## src/rtl/led_seq_pkg.sv

```systemverilog
// led_seq_pkg: shared definitions for the LED sequencer.
//   - mode codes (OFF, SHL, SHR, BOUNCE, FILL) and the mode-code width
//   - bounce direction type
//   - next_mode(): mode stepping order with the wrap from FILL back to OFF
package led_seq_pkg;

    localparam int MODE_W = 3;

    typedef enum logic [MODE_W-1:0] {
        MODE_OFF    = 3'd0,
        MODE_SHL    = 3'd1,
        MODE_SHR    = 3'd2,
        MODE_BOUNCE = 3'd3,
        MODE_FILL   = 3'd4
    } mode_e;

    typedef enum logic {
        DIR_LEFT  = 1'b0,
        DIR_RIGHT = 1'b1
    } dir_e;

    // Codes 5..7 never occur; if they ever do, they behave like OFF,
    // so the next press takes the display to SHL.
    function automatic mode_e next_mode(input mode_e m);
        case (m)
            MODE_SHL:    next_mode = MODE_SHR;
            MODE_SHR:    next_mode = MODE_BOUNCE;
            MODE_BOUNCE: next_mode = MODE_FILL;
            MODE_FILL:   next_mode = MODE_OFF;
            default:     next_mode = MODE_SHL;
        endcase
    endfunction

endpackage

```

## src/rtl/led_seq_ctrl_tick_prescaler.sv

```systemverilog
// tick_prescaler: free-running 0..DIV-1 counter that paces the pattern steps.
//   clk   in   system clock
//   rst_n in   asynchronous active-low reset
//   en    in   count enable; when low the counter holds
//   clr   in   synchronous clear to 0 (wins over counting)
//   step  out  combinational: high for the last count of a period while en=1
module tick_prescaler #(
    parameter int DIV   = 25_000_000,
    parameter int CNT_W = $clog2(DIV)
) (
    input  logic clk,
    input  logic rst_n,
    input  logic en,
    input  logic clr,
    output logic step
);

    localparam logic [CNT_W-1:0] CNT_LAST = CNT_W'(DIV - 1);

    logic [CNT_W-1:0] cnt_q;
    logic [CNT_W-1:0] cnt_d;

    always_comb begin
        cnt_d = cnt_q;
        if (clr) begin
            cnt_d = '0;
        end else if (en) begin
            cnt_d = (cnt_q == CNT_LAST) ? '0 : cnt_q + CNT_W'(1);
        end
    end

    always_ff @(posedge clk or negedge rst_n) begin
        if (!rst_n) begin
            cnt_q <= '0;
        end else begin
            cnt_q <= cnt_d;
        end
    end

    assign step = en & (cnt_q == CNT_LAST);

endmodule

```

## src/rtl/led_seq_ctrl.sv

```systemverilog
// led_seq_ctrl: sequences an LED pattern register through five display modes.
//   clk   in   system clock
//   rst_n in   asynchronous active-low reset
//   en    in   run enable; low freezes prescaler and pattern
//   btn   in   debounced, clk-synchronous button level; rising edge = next mode
//   led   out  registered LED pattern
//   mode  out  registered mode code
//   tick  out  one-cycle strobe, high in the cycle a stepped led value appears
module led_seq_ctrl
    import led_seq_pkg::*;
#(
    parameter int WIDTH = 8,
    parameter int DIV   = 25_000_000,
    parameter int CNT_W = $clog2(DIV)
) (
    input  logic              clk,
    input  logic              rst_n,
    input  logic              en,
    input  logic              btn,
    output logic [WIDTH-1:0]  led,
    output logic [MODE_W-1:0] mode,
    output logic              tick
);

    logic             btn_q, btn_d;
    mode_e            mode_q, mode_d;
    dir_e             dir_q, dir_d;
    logic [WIDTH-1:0] led_q, led_d;
    logic             tick_q, tick_d;
    logic             btn_edge;
    logic             step;

    assign btn_edge = btn & ~btn_q;

    // A mode change restarts the step period so the first step of a new mode
    // comes a full DIV cycles after the seed appears.
    tick_prescaler #(
        .DIV   (DIV),
        .CNT_W (CNT_W)
    ) u_prescaler (
        .clk   (clk),
        .rst_n (rst_n),
        .en    (en),
        .clr   (btn_edge),
        .step  (step)
    );

    always_comb begin
        btn_d  = btn;
        mode_d = mode_q;
        dir_d  = dir_q;
        led_d  = led_q;
        tick_d = 1'b0;

        if (btn_edge) begin
            // Mode change has priority; a coincident step is dropped.
            mode_d = next_mode(mode_q);
            dir_d  = DIR_LEFT;
            case (mode_d)
                MODE_SHL:    led_d = WIDTH'(1);
                MODE_SHR:    led_d = {1'b1, {(WIDTH-1){1'b0}}};
                MODE_BOUNCE: led_d = WIDTH'(1);
                default:     led_d = '0;
            endcase
        end else if (step) begin
            tick_d = 1'b1;
            case (mode_q)
                MODE_SHL: led_d = {led_q[WIDTH-2:0], led_q[WIDTH-1]};
                MODE_SHR: led_d = {led_q[0], led_q[WIDTH-1:1]};
                MODE_BOUNCE: begin
                    // Reverse at the ends without repeating the end value.
                    if (dir_q == DIR_LEFT) begin
                        if (led_q[WIDTH-1]) begin
                            dir_d = DIR_RIGHT;
                            led_d = led_q >> 1;
                        end else begin
                            led_d = led_q << 1;
                        end
                    end else begin
                        if (led_q[0]) begin
                            dir_d = DIR_LEFT;
                            led_d = WIDTH'(2);
                        end else begin
                            led_d = led_q >> 1;
                        end
                    end
                end
                MODE_FILL: led_d = (&led_q) ? '0 : {led_q[WIDTH-2:0], 1'b1};
                default:   led_d = '0;
            endcase
        end
    end

    // btn_q resets high so a button held through reset is not seen as an edge.
    always_ff @(posedge clk or negedge rst_n) begin
        if (!rst_n) begin
            btn_q  <= 1'b1;
            mode_q <= MODE_OFF;
            dir_q  <= DIR_LEFT;
            led_q  <= '0;
            tick_q <= 1'b0;
        end else begin
            btn_q  <= btn_d;
            mode_q <= mode_d;
            dir_q  <= dir_d;
            led_q  <= led_d;
            tick_q <= tick_d;
        end
    end

    assign led  = led_q;
    assign mode = mode_q;
    assign tick = tick_q;

endmodule

```

## config.mk

```make
export PLATFORM = sky130hd
export DESIGN_NAME = led_seq_ctrl
export DESIGN_NICKNAME = d
export VERILOG_FILES = /design/src/rtl/led_seq_pkg.sv /design/src/rtl/led_seq_ctrl_tick_prescaler.sv /design/src/rtl/led_seq_ctrl.sv
export SDC_FILE = /design/constraint.sdc
export NUM_CORES = 1
export LEC_CHECK = 0
export CAP_MARGIN = 20
export CORE_MARGIN = 1.5
export CORE_UTILIZATION = 45
export CTS_CLUSTER_SIZE = 40
export DETAILED_ROUTE_END_ITERATION = 6
export DONT_BUFFER_PORTS = 1
export RECOVER_POWER = 100
export SYNTH_ARGS = -nofsm -noshare
export SYNTH_HDL_FRONTEND = slang
export SYNTH_SLANG_ARGS = --single-unit
```

## constraint.sdc

```tcl
create_clock -name clk -period 2.3 [get_ports clk]
set_input_delay 0.575 -clock clk [delete_from_list [all_inputs] [get_ports clk]]
set_output_delay 0.575 -clock clk [all_outputs]
set_load 0.02 [all_outputs]
```

==> impl_metrics.toml, run 1 <==
[grt]
grt_max_degree = 39
antenna_found_initial = 0
grt_usage_pct = 22.4
grt_overflow = 0
grt_pass1_vias = 1783
grt_pass1_wl_mm = 9.36

[logic_synthesis]
synthesis.nets = 267
synth_seq_cells = 39
synth-simple-area-share_pct = 28.2
syn_inst = 262
synth_compound_area_share_pct = 20.2
synth_cell_types = 47
synth_seq_area_share_pct = 42.4
synth-edff-count = 0
synth_common_cells = "dfrtp_1, nand2_1, nor2_1"
synth_most_common_cell = "dfrtp_1"
avgSynthCellArea_sq_um = 8.79
synthAdderAreaFrac_pct = 0.543
yosys.area_share.xor_xnor_pct = 3.80
synth_top_area_share_pct = 41.3
synthFlopType = "dfrtp_1"
synth_area_leaders = "dfrtp_1, nand2_1, nand4_1, nand3_1, a21oi_1"
ys_warn_count = 0
netlist_area_sq_um = 2300
synth_top_family_by_area = "simple AND/OR/NAND/NOR gates"
muxShareOfSynthArea_pct = 0.923
synthArstFlopShare_pct = 100
synth_area_leader_cell = "dfrtp_1"

[critical_path]
cp-end-kind = "flip-flop"
cp.required_ps = 2520
path_class = "reg2reg"
cp_max_fo = 7
reg2regPathDepth = 6
cp-start-kind = "flip-flop"
r2r-end = "led[6]"
r2r_start = "u_prescaler.cnt_q[1]"
arrival_ps = 2340
rrSetupSlack_ps = 170

[timing]
finalSetupViolations = 0
relSlewSlack_pct = -11.3
fin_worst_skew_ps = 5.23
rsz0062_at_grt = "no"
timing.final.crit_share_pct = 92.5
final_max_slew_viol_count = 39
fmax_mhz = 470
fin_crit_ps = 2130
setup_tns_ps = 0
worst_pin_slew_ps = 1670
finalHoldViolCount = 0

[cells_and_area]
drive_above_1_share_pct = 8.61
synthToLayoutAreaGrowth_pct = 8.42
final_nets = 271
fin_util_pct = 51.8
diodes = 0

[cts]
clkTransAtPathRegs_ps = 80
cts_tree = "yes"
h-tree-depth = 2
cts_root_buf = "clkbuf_8"
cts_buffer_depth = 2
post_cts_buffers = 0
clock_latency_ps = 300
numCtsBuffers = 5
numClockSinks = 39

[floorplanning]
initial_utilization_pct = 47.8
ioPinCount = 16
rows = 25
coreArea_sq_um = 4820
die_width_um = 74.5
dieArea_sq_um = 5560
fp.dieH_um = 74.5

[drt]
drc_errors = 0
initialDrtViolationCount = 190
vias = 2021
ant_nets = 0
wire_per_inst_um = 16.8
vias_per_cell = 6.05
drt_pass1_iterations = 5
postRouteWirelength_mm = 5.61

[power_and_ir_drop]
ir_drop_v = 0.000395
p_leak_nw = 1.01
power_per_cell_area_nw_per_um2 = 727

[status]
violations = "max-capacitance violations, max-slew violations"
status = "finished, violations left"

[placement]
hpwlAfterDp_mm = 3.97
place_congestion = 0.965
port_buffers = 0

[hold_path]
worstHoldPathType = "in2async"

[job]
maxCapViolCount = 1
[power breakdown]
part	switching, mW	internal [mW]	total, mW
clock network	0.242	0.273	0.515
registers	0.160	0.739	0.900
logic	0.235	0.166	0.401
[how the worst max path moves through the flow]
stage                               from               endpoint  slack, ps
floorplan           u_prescaler.cnt_q[0]                 led[5]        450
global placement    u_prescaler.cnt_q[0]  u_prescaler.cnt_q[21]        310
detailed placement  u_prescaler.cnt_q[0]  u_prescaler.cnt_q[21]        250
CTS                 u_prescaler.cnt_q[0]                 led[2]        240
global route        u_prescaler.cnt_q[0]                 led[6]         40
finish              u_prescaler.cnt_q[1]                 led[6]        170
[stage by stage]
step	hold WS, ps	std cells	area, sq um	setup WS, ps	power (mW)
final	113	334	2500	173	1.82
after global routing	95.6	334	2500	43.2	1.92
after CTS	106	334	2530	239	1.83
after detailed placement	280	325	2400	254	1.30
after global placement	280	325	2400	309	1.30
after floorplan	279	262	2300	454	1.19
[cell families after synthesis]
group           Yosys count
compound gates           72
xor+xnor                 10
fa+ha+maj                 1
buf+inv                  23
flops                    39
mux                       2
simple gates            115
[cell usage in the layout, fill, tap and decap left out, drive strengths merged, types with 3 or more instances in the layout]
master / synthesis / routed
inv: 10 / 10
xor2: 7 / 7
a21oi: 16 / 16
clkbuf: 9 / 8
nand2b: 5 / 5
nor3: 4 / 4
dfrtp: 38 / 38
nand2: 27 / 27
a211oi: 3 / 3
a311oi: 5 / 5
buf: 4 / 8
a22oi: 5 / 5
nor2b: 5 / 5
a31oi: 9 / 9
nand4: 16 / 16
or3: 5 / 5
and4: 5 / 5
nor4: 3 / 3
nand3: 17 / 17
o21ai: 19 / 19
nor4b: 3 / 3
xnor2: 3 / 3
nor2: 19 / 19
[routing by layer]
| metal | global-route usage [%] | wire length (um) | up-vias |
|---|---|---|---|
| li1 | - | - | 978 |
| met1 | 34.5 | 2880 | 978 |
| met2 | 31.0 | 2360 | 59 |
| met3 | 5.28 | 299 | 6 |
| met4 | 6.67 | 63 | 0 |
| met5 | 0 | 0 | - |
[area by class of cell]
cell class | count | area (sq um)
well taps | 67 | 83.8
fillers | 467 | 2320
inverters | 10 | 37.5
repair buffers | 10 | 76.3
clock inverters | 1 | 7.51
clock buffers | 7 | 96.3
multi-input cells | 200 | 1220
flip-flops and latches | 39 | 977
[state kept, by name, indices dropped and copies added, names as in the netlist]
register and count:
u_prescaler.cnt_q 25, mode 3, led 8, dir_q 1
btn_q 1, tick 1
[critical path, cell delays in order (launching register included)]
cell and delay, ps:
dfrtp_1 380, ha_1 220, and4_1 330, nand3_1 100
or3_1 400, or3_4 440, o21ai_0 170
[repair_timing]
item                       CTS  global route
setup endpoints to repair    0             0
hold buffers                 1             0
hold endpoints to repair    38             0
gates resized for setup      0             0
Power figures use the tool's default switching activity.
==> run 2: changes to the inputs <==
--- a/config.mk
+++ b/config.mk
@@ -12,6 +12,7 @@
 export DETAILED_ROUTE_END_ITERATION = 6
 export DONT_BUFFER_PORTS = 1
 export RECOVER_POWER = 100
+export SKIP_CTS_REPAIR_TIMING = 1
 export SYNTH_ARGS = -nofsm -noshare
 export SYNTH_HDL_FRONTEND = slang
 export SYNTH_SLANG_ARGS = --single-unit
==> run 2 against run 1 <==
The run still ends with max-capacitance violations, max-slew violations left. Largest cell class unchanged. Critical endpoint unchanged. Utilization did not move. Wire length rose by 0.20%. Power barely moved. Largest power group unchanged. Count of clock-buffer cells in the layout did not move. Die area did not move. Clock power barely moved.
==> impl_metrics.toml, run 2 (synthesized netlist as in run 1, its figures left out) <==
[cts]
clkTransAtPathRegs_ps = 80
numClockSinks = 39
cts_tree = "yes"
h-tree-depth = 2
clock_latency_ps = 300
numCtsBuffers = 5
cts_buffer_depth = 2
cts_root_buf = "clkbuf_8"

[critical_path]
crit_start = "u_prescaler.cnt_q[1]"
cp-start-kind = "flip-flop"
cp-end-kind = "flip-flop"
arrival_ps = 2340
crit_chain = "ha_1, and4_1, nand3_1, or3_1, or3_4, o21ai_0"
rrSetupSlack_ps = 170
r2r-end = "led[6]"
reg2regPathDepth = 6
cp.required_ps = 2520
path_class = "reg2reg"
slowest_stage = "or3_4"
worstSetupEndpoint = "led[6]"
cp_max_fo = 7
r2r_start = "u_prescaler.cnt_q[1]"
crit_path_max_incr_delay_ps = 440

[cells_and_area]
final-seq-area_sq_um = 977
top_register = "u_prescaler.cnt_q"
final_common_cell = "dfrtp_1"
mostFrequentLayoutCells = "dfrtp_1, nand2_1, nor2_1"
final_nets = 271
diodes = 0
largest_reg_flops = 25
fin_util_pct = 51.8
drive_above_1_share_pct = 8.61
synthToLayoutAreaGrowth_pct = 8.42
multi_input_area_sq_um = 1220
nFillCells = 466

[placement]
port_buffers = 0
place_congestion = 0.965
hpwlAfterDp_mm = 3.97

[drt]
drc_errors = 0
wire_per_inst_um = 16.8
ant_nets = 0
drt_pass1_iterations = 4
postRouteWirelength_mm = 5.62
vias_per_cell = 6.00
initialDrtViolationCount = 193
vias = 2004

[hold_path]
worstHoldPathType = "in2async"

[timing]
worst_pin_slew_ps = 1680
timing.final.crit_share_pct = 92.4
finalHoldViolCount = 0
fin_worst_skew_ps = 6.00
fmax_mhz = 471
relSlewSlack_pct = -12.0
rsz0062_at_grt = "no"
final_max_slew_viol_count = 39
finalSetupViolations = 0
hold_slack_ps = 110
fin_crit_ps = 2130
setup_tns_ps = 0

[grt]
grt_pass1_wl_mm = 9.30
grt_pass1_vias = 1781
grt_max_degree = 40
grt_overflow = 0
grt_usage_pct = 22.3
antenna_found_initial = 0

[floorplanning]
dieArea_sq_um = 5560
rows = 25
ioPinCount = 16
fp.dieH_um = 74.5
initial_utilization_pct = 47.8
die_width_um = 74.5
coreArea_sq_um = 4820

[status]
status = "finished, violations left"
violations = "max-capacitance violations, max-slew violations"

[power_and_ir_drop]
p_leak_nw = 1.01
power_per_cell_area_nw_per_um2 = 727
ir_drop_v = 0.000393

[job]
maxCapViolCount = 1
run 2: cell counts in the layout (fill, tap and decap cells not counted):
No cell type changed its count.
run 2: worst max-delay path: cells and delay by family, from the launching register on:
| kind | cells | cell delay (ps) |
|---|---|---|
| compound gates | 1 | 170 |
| fa+ha+maj | 1 | 220 |
| flops | 1 | 380 |
| simple gates | 4 | 1270 |
run 2: stage by stage:
step / instances / worst slack, ps / power (mW) / area, sq um
floorplan: 262 / 454 / 1.19 / 2300
global placement: 325 / 309 / 1.30 / 2400
detailed placement: 325 / 254 / 1.30 / 2400
CTS: 333 / 239 / 1.81 / 2510
global route: 334 / 43.2 / 1.92 / 2500
finish: 334 / 175 / 1.82 / 2500
run 2: where the power goes:
part	leakage [nW]	switching [mW]	internal, mW
clock	0.0505	0.244	0.273
combinational	0.424	0.235	0.166
sequential	0.533	0.161	0.739
run 2: worst min-delay path by stage:
stage,startpoint,to,slack (ps)
6_report,rst_n,btn_q,110
5_1_grt,rst_n,btn_q,100
3_5_place_dp,rst_n,led[0],280
4_1_cts,rst_n,led[0],-40
2_1_floorplan,rst_n,dir_q,280
3_3_place_gp,rst_n,mode[2],280
run 2: final cells by class:
cell class                 count  area share, %
inverter                      10           1.50
clock buffer                   7           3.86
sequential                    39           39.1
tap                           67           3.36
clock inverter                 1          0.301
timing repair buffer          10           3.06
multi-input combinational    200           48.8
run 2: routing by layer:
| layer | wire length [um] | track usage [%] |
|---|---|---|
| met5 | 0 | 0 |
| met4 | 63 | 6.67 |
| met3 | 282 | 5.28 |
| met2 | 2390 | 30.5 |
| met1 | 2890 | 34.5 |
==> run 3: changes to the inputs <==
--- a/config.mk
+++ b/config.mk
@@ -11,6 +11,8 @@
 export CTS_CLUSTER_SIZE = 40
 export DETAILED_ROUTE_END_ITERATION = 6
 export DONT_BUFFER_PORTS = 1
+export GPL_TIMING_DRIVEN = 1
+export HOLD_SLACK_MARGIN = 0.02
 export RECOVER_POWER = 100
 export SKIP_CTS_REPAIR_TIMING = 1
 export SYNTH_ARGS = -nofsm -noshare
==> results of run 3 <==
Same layout as run 2: the final DEF is identical, and so are final timing and power.
==> edit 1, RTL diff (flow settings as in run 1) <==
`DIV` is set to 25_000_000 in 2 places; all go to 50_000_000.
--- a/src/rtl/led_seq_ctrl_tick_prescaler.sv
+++ b/src/rtl/led_seq_ctrl_tick_prescaler.sv
@@ -6,5 +6,5 @@
 //   step  out  combinational: high for the last count of a period while en=1
 module tick_prescaler #(
-    parameter int DIV   = 25_000_000,
+    parameter int DIV   = 50_000_000,
     parameter int CNT_W = $clog2(DIV)
 ) (
--- a/src/rtl/led_seq_ctrl.sv
+++ b/src/rtl/led_seq_ctrl.sv
@@ -11,5 +11,5 @@
 #(
     parameter int WIDTH = 8,
-    parameter int DIV   = 25_000_000,
+    parameter int DIV   = 50_000_000,
     parameter int CNT_W = $clog2(DIV)
 ) (
Function: no difference found for any inputs over 10 cycles, from zero or initial values and one cycle with rst_n low; that may be too few to reach the edited logic, so the function may still have changed.
==> edit 1 against run 1 <==
  * Sequential cell count up 1
  * Total power down 2.3%
  * Count of clock-buffer cells in the layout down 1
  * Worst setup slack better by 0.082 ns
  * Routed wire length down 2.1%
  * Clock skew about the same
  * Hold slack better by 0.0066 ns
  * Synthesized cell count down 1.1%
  * Synthesized area up 4.1%
  * Utilization down 2.0 points
  * Design area up 1.9%
  * Largest cell class unchanged
  * Largest power group unchanged
  * Highest routed layer unchanged
==> edit 1: results <==
group,metric,value,unit
global_route,met2_usage,33.8,%
global_route,grt_use_met1,27.1,%
cells_and_area,drive_gt1_share,11.2,%
cells_and_area,area_growth,6.05,%
power_and_ir_drop,power.leakage,1.03,nW
cells_and_area,fill_cells,490,
global_route,grt_max_degree,40,
logic_synthesis,syn_area_per_cell,9.26,µm²
global_route,grt_pass1_wl,9500,µm
detailed_routing,drt_first_pass_iters,4,
setup_path,cp-startpoint,"u_prescaler.cnt_q[18]",
cells_and_area,largest_reg_flops,26,
placed_design,place_ws,0.242,ns
power_and_ir_drop,powerSeq,0.000893,W
status,run_status,"finished, final reports clean",
cells_and_area,num-clock-buffers,6,
global_route,grt_usage,20.5,%
power_and_ir_drop,ir_drop,338,µV
power_and_ir_drop,p_clk,0.000485,W
setup_path,reg2reg_depth,5,
global_route,grt.met3_usage,4.55,%
logic_synthesis,synth_nets,264,
cells_and_area,multi_input_area,1260,µm²
logic_synthesis,synthCells,259,
setup_path,reg2reg_slack,0.26,ns
detailed_routing,drt-initial-drc-count,96,
cells_and_area,seq_cell_count,40,
cells_and_area,buffers,12,
detailed_routing,wl,5490,µm
setup_path,crit_path_top_delay_cell,"or4_4",
logic_synthesis,ys_types,62,
setup_path,cp_max_fo,9,
detailed_routing,via_per_inst,5.92,
cells_and_area,num-nonclk-inverters,8,
logic_synthesis,synth-seq-area-share,41.8,%
## edit 1: cell count changes in the layout (fill, tap and decap cells not counted), sizes merged, moves of 4 or more
cell and delta:
a21oi -8, clkbuf +6, nand4 -6, xnor2 +6
a31oi -5, nand2 +5, a311oi -4, buf -4
nand2b -4
## edit 1: worst register-to-register path, delay by kind of cell (launching register included)
| kind | cells | cell delay, ns |
|---|---|---|
| compound gates | 2 | 0.33 |
| simple gates | 3 | 1.14 |
| flops | 1 | 0.46 |
## edit 1: layer usage
layer / share of wire, % / up-vias
li1: - / 979
met1: 45 / 980
met2: 50 / 40
met3: 3.7 / 2
met4: 0.49 / 0
met5: 0 / -
## edit 1: cell families after synthesis
kind of cell,Yosys count,share of synthesized area (%)
compound gates,65,19.3
fa+ha+maj,1,0.522
mux,2,0.887
simple gates,119,27.9
xor+xnor,13,4.75
buf+inv,19,4.85
flops,40,41.8
==> edit 2, RTL diff (settings of run 1) <==
Without the edit above. Compare `cnt_q` against `CNT_LAST` with >= in place of ==.
--- a/src/rtl/led_seq_ctrl_tick_prescaler.sv
+++ b/src/rtl/led_seq_ctrl_tick_prescaler.sv
@@ -26,5 +26,5 @@
             cnt_d = '0;
         end else if (en) begin
-            cnt_d = (cnt_q == CNT_LAST) ? '0 : cnt_q + CNT_W'(1);
+            cnt_d = (cnt_q >= CNT_LAST) ? '0 : cnt_q + CNT_W'(1);
         end
     end
Check against the original RTL: no difference found for any inputs over 10 cycles, from zero or initial values and one cycle with rst_n low; that may be too few to reach the edited logic, so the function may still have changed.
==> edit 2 against run 1 <==
  * The flow still finishes with violations (capacitance limit, slew limit)
  * Routed wire length shrank 14%
  * Synthesized cell count shrank 6.5%
  * Sequential power shrank 9.1%
  * Design area shrank 2.3%
  * Total power grew 6.6%
  * Synthesized area shrank 4.1%
  * Sequential cell count is the same
  * Worst setup slack lost 0.014 ns
  * Hold slack gained 0.0042 ns
  * Utilization shrank 0.19 points
  * Critical path depth grew 1
  * Final cell count shrank 3.3%
  * Critical endpoint is now u_prescaler.cnt_q[2]
  * Largest cell class unchanged
==> edit 2: results <==
group,metric,value,unit
global_route,grt_usage,20.1,%
sta,fin_skew,0.00358,ns
sta,drv_slew,39,
clock_network,cts_resized,0,
setup_path,worstPathArrival,2.31,ns
setup_path,endpoint,"u_prescaler.cnt_q[2]",
logic_synthesis,synth.yosys.warnings,0,
detailed_routing,drt_first_pass_iters,4,
clock_network,ctsRootBufferMaster,"clkbuf_8",
sta,fmax,467,MHz
logic_synthesis,synth_nets,250,
status,run_status,"finished, violations left",
power_and_ir_drop,power.leakage,0.995,nW
placed_design,place_ws,0.221,ns
global_route,grt_pass1_wl,8340,µm
setup_path,reg2reg_depth,7,
placed_design,place.gp.congestion,0.864,
placed_design,place_inst,314,
logic_synthesis,syn_area_per_cell,9.02,µm²
detailed_routing,wl,4850,µm
cells_and_area,drive_gt1_share,10.2,%
cells_and_area,largest_reg_flops,25,
clock_network,cts_made_buffers,5,
cells_and_area,finalNetCount,260,
sta,whs,0.117,ns
clock_network,clkSlewWorstSetupHoldPaths,0.08,ns
sta,worst_slew_pin_slew,1.70,ns
placed_design,port_buffers,0,
global_route,grt_pass1_vias,1787,
logic_synthesis,synth.top_cells.by_area,"dfrtp_1, nand2_1, nor2_1",
cells_and_area,antenna_cells,0,
setup_path,cp-startpoint,"u_prescaler.cnt_q[17]",
detailed_routing,via_per_inst,5.61,
clock_network,cts_setup_buffers,0,
logic_synthesis,synth-seq-area-share,44.2,%
logic_synthesis,synth_common_cells,"nand2_1, dfrtp_1, nor2_1",
placed_design,hpwlAfterDp,3390,µm
status,failed_checks,"capacitance limit, slew limit",
power_and_ir_drop,ir_drop,382,µV
setup_path,cp_max_fo,15,
detailed_routing,drt-initial-drc-count,195,
setup_path,max_stage_delay,0.45,ns
run,drv_cap,1,
detailed_routing,wl_per_cell,15.0,µm
worst_hold_path,hold_path.class,"in -> async",
clock_network,clock_path_buffers,2,
logic_synthesis,ys_types,49,
clock_network,htreeDepth,2,
global_route,grt_max_degree,39,
setup_path,crit_path_top_delay_cell,"dfrtp_1",
edit 2: logic make-up after synthesis:
logic type	synth area share, %
xor+xnor	6.34
compound gates	17.2
buf+inv	3.40
simple gates	27.4
flops	44.2
mux	0.906
fa+ha+maj	0.566
edit 2: area by class of cell:
| cell class | count | area (µm²) |
|---|---|---|
| timing repair buffer | 13 | 85.1 |
| clock inverter | 2 | 35.0 |
| tap | 67 | 83.8 |
| clock buffer | 6 | 82.6 |
| inverter | 5 | 18.8 |
| sequential | 39 | 977 |
| multi-input combinational | 191 | 1160 |
| fill | 438 | 2280 |
edit 2: worst min path at each step:
| stage | start | to | slack, ns | depth (start not counted) |
|---|---|---|---|---|
| after floorplan | rst_n | dir_q | 0.28 | 0 |
| after global placement | rst_n | u_prescaler.cnt_q[13] | 0.28 | 0 |
| after detailed placement | rst_n | u_prescaler.cnt_q[13] | 0.28 | 0 |
| after CTS | rst_n | btn_q | 0.11 | 0 |
| after global routing | rst_n | btn_q | 0.1 | 0 |
| final | rst_n | btn_q | 0.12 | 0 |
edit 2: power by group:
| part | switching (W) | internal (W) |
|---|---|---|
| Clock | 0.000248 | 0.000351 |
| Combinational | 0.000355 | 0.000163 |
| Sequential | 0.0000768 | 0.000741 |
edit 2: per-stage QoR:
step / util [%] / power (W) / instance area, µm²
2_1_floorplan: - / 0.00120 / 2210
3_3_place_gp: 49.3 / 0.00135 / 2330
3_5_place_dp: 49.3 / 0.00135 / 2330
4_1_cts: 52.2 / 0.00197 / 2460
5_1_grt: 51.7 / 0.00205 / 2440
6_report: 51.7 / 0.00194 / 2440
edit 2: metal layers:
metal,vias up,track usage (%),wire length (µm)
li1,902,-,-
met1,876,27.9,2420
met2,28,29.5,2170
met3,5,5.39,207
met4,0,8.18,53
met5,-,0,0
edit 2: what timing repair did:
action                                  CTS  global route
endpoints found under the hold margin    38             0
hold buffers                              1             0
endpoints found under the setup margin    0             0
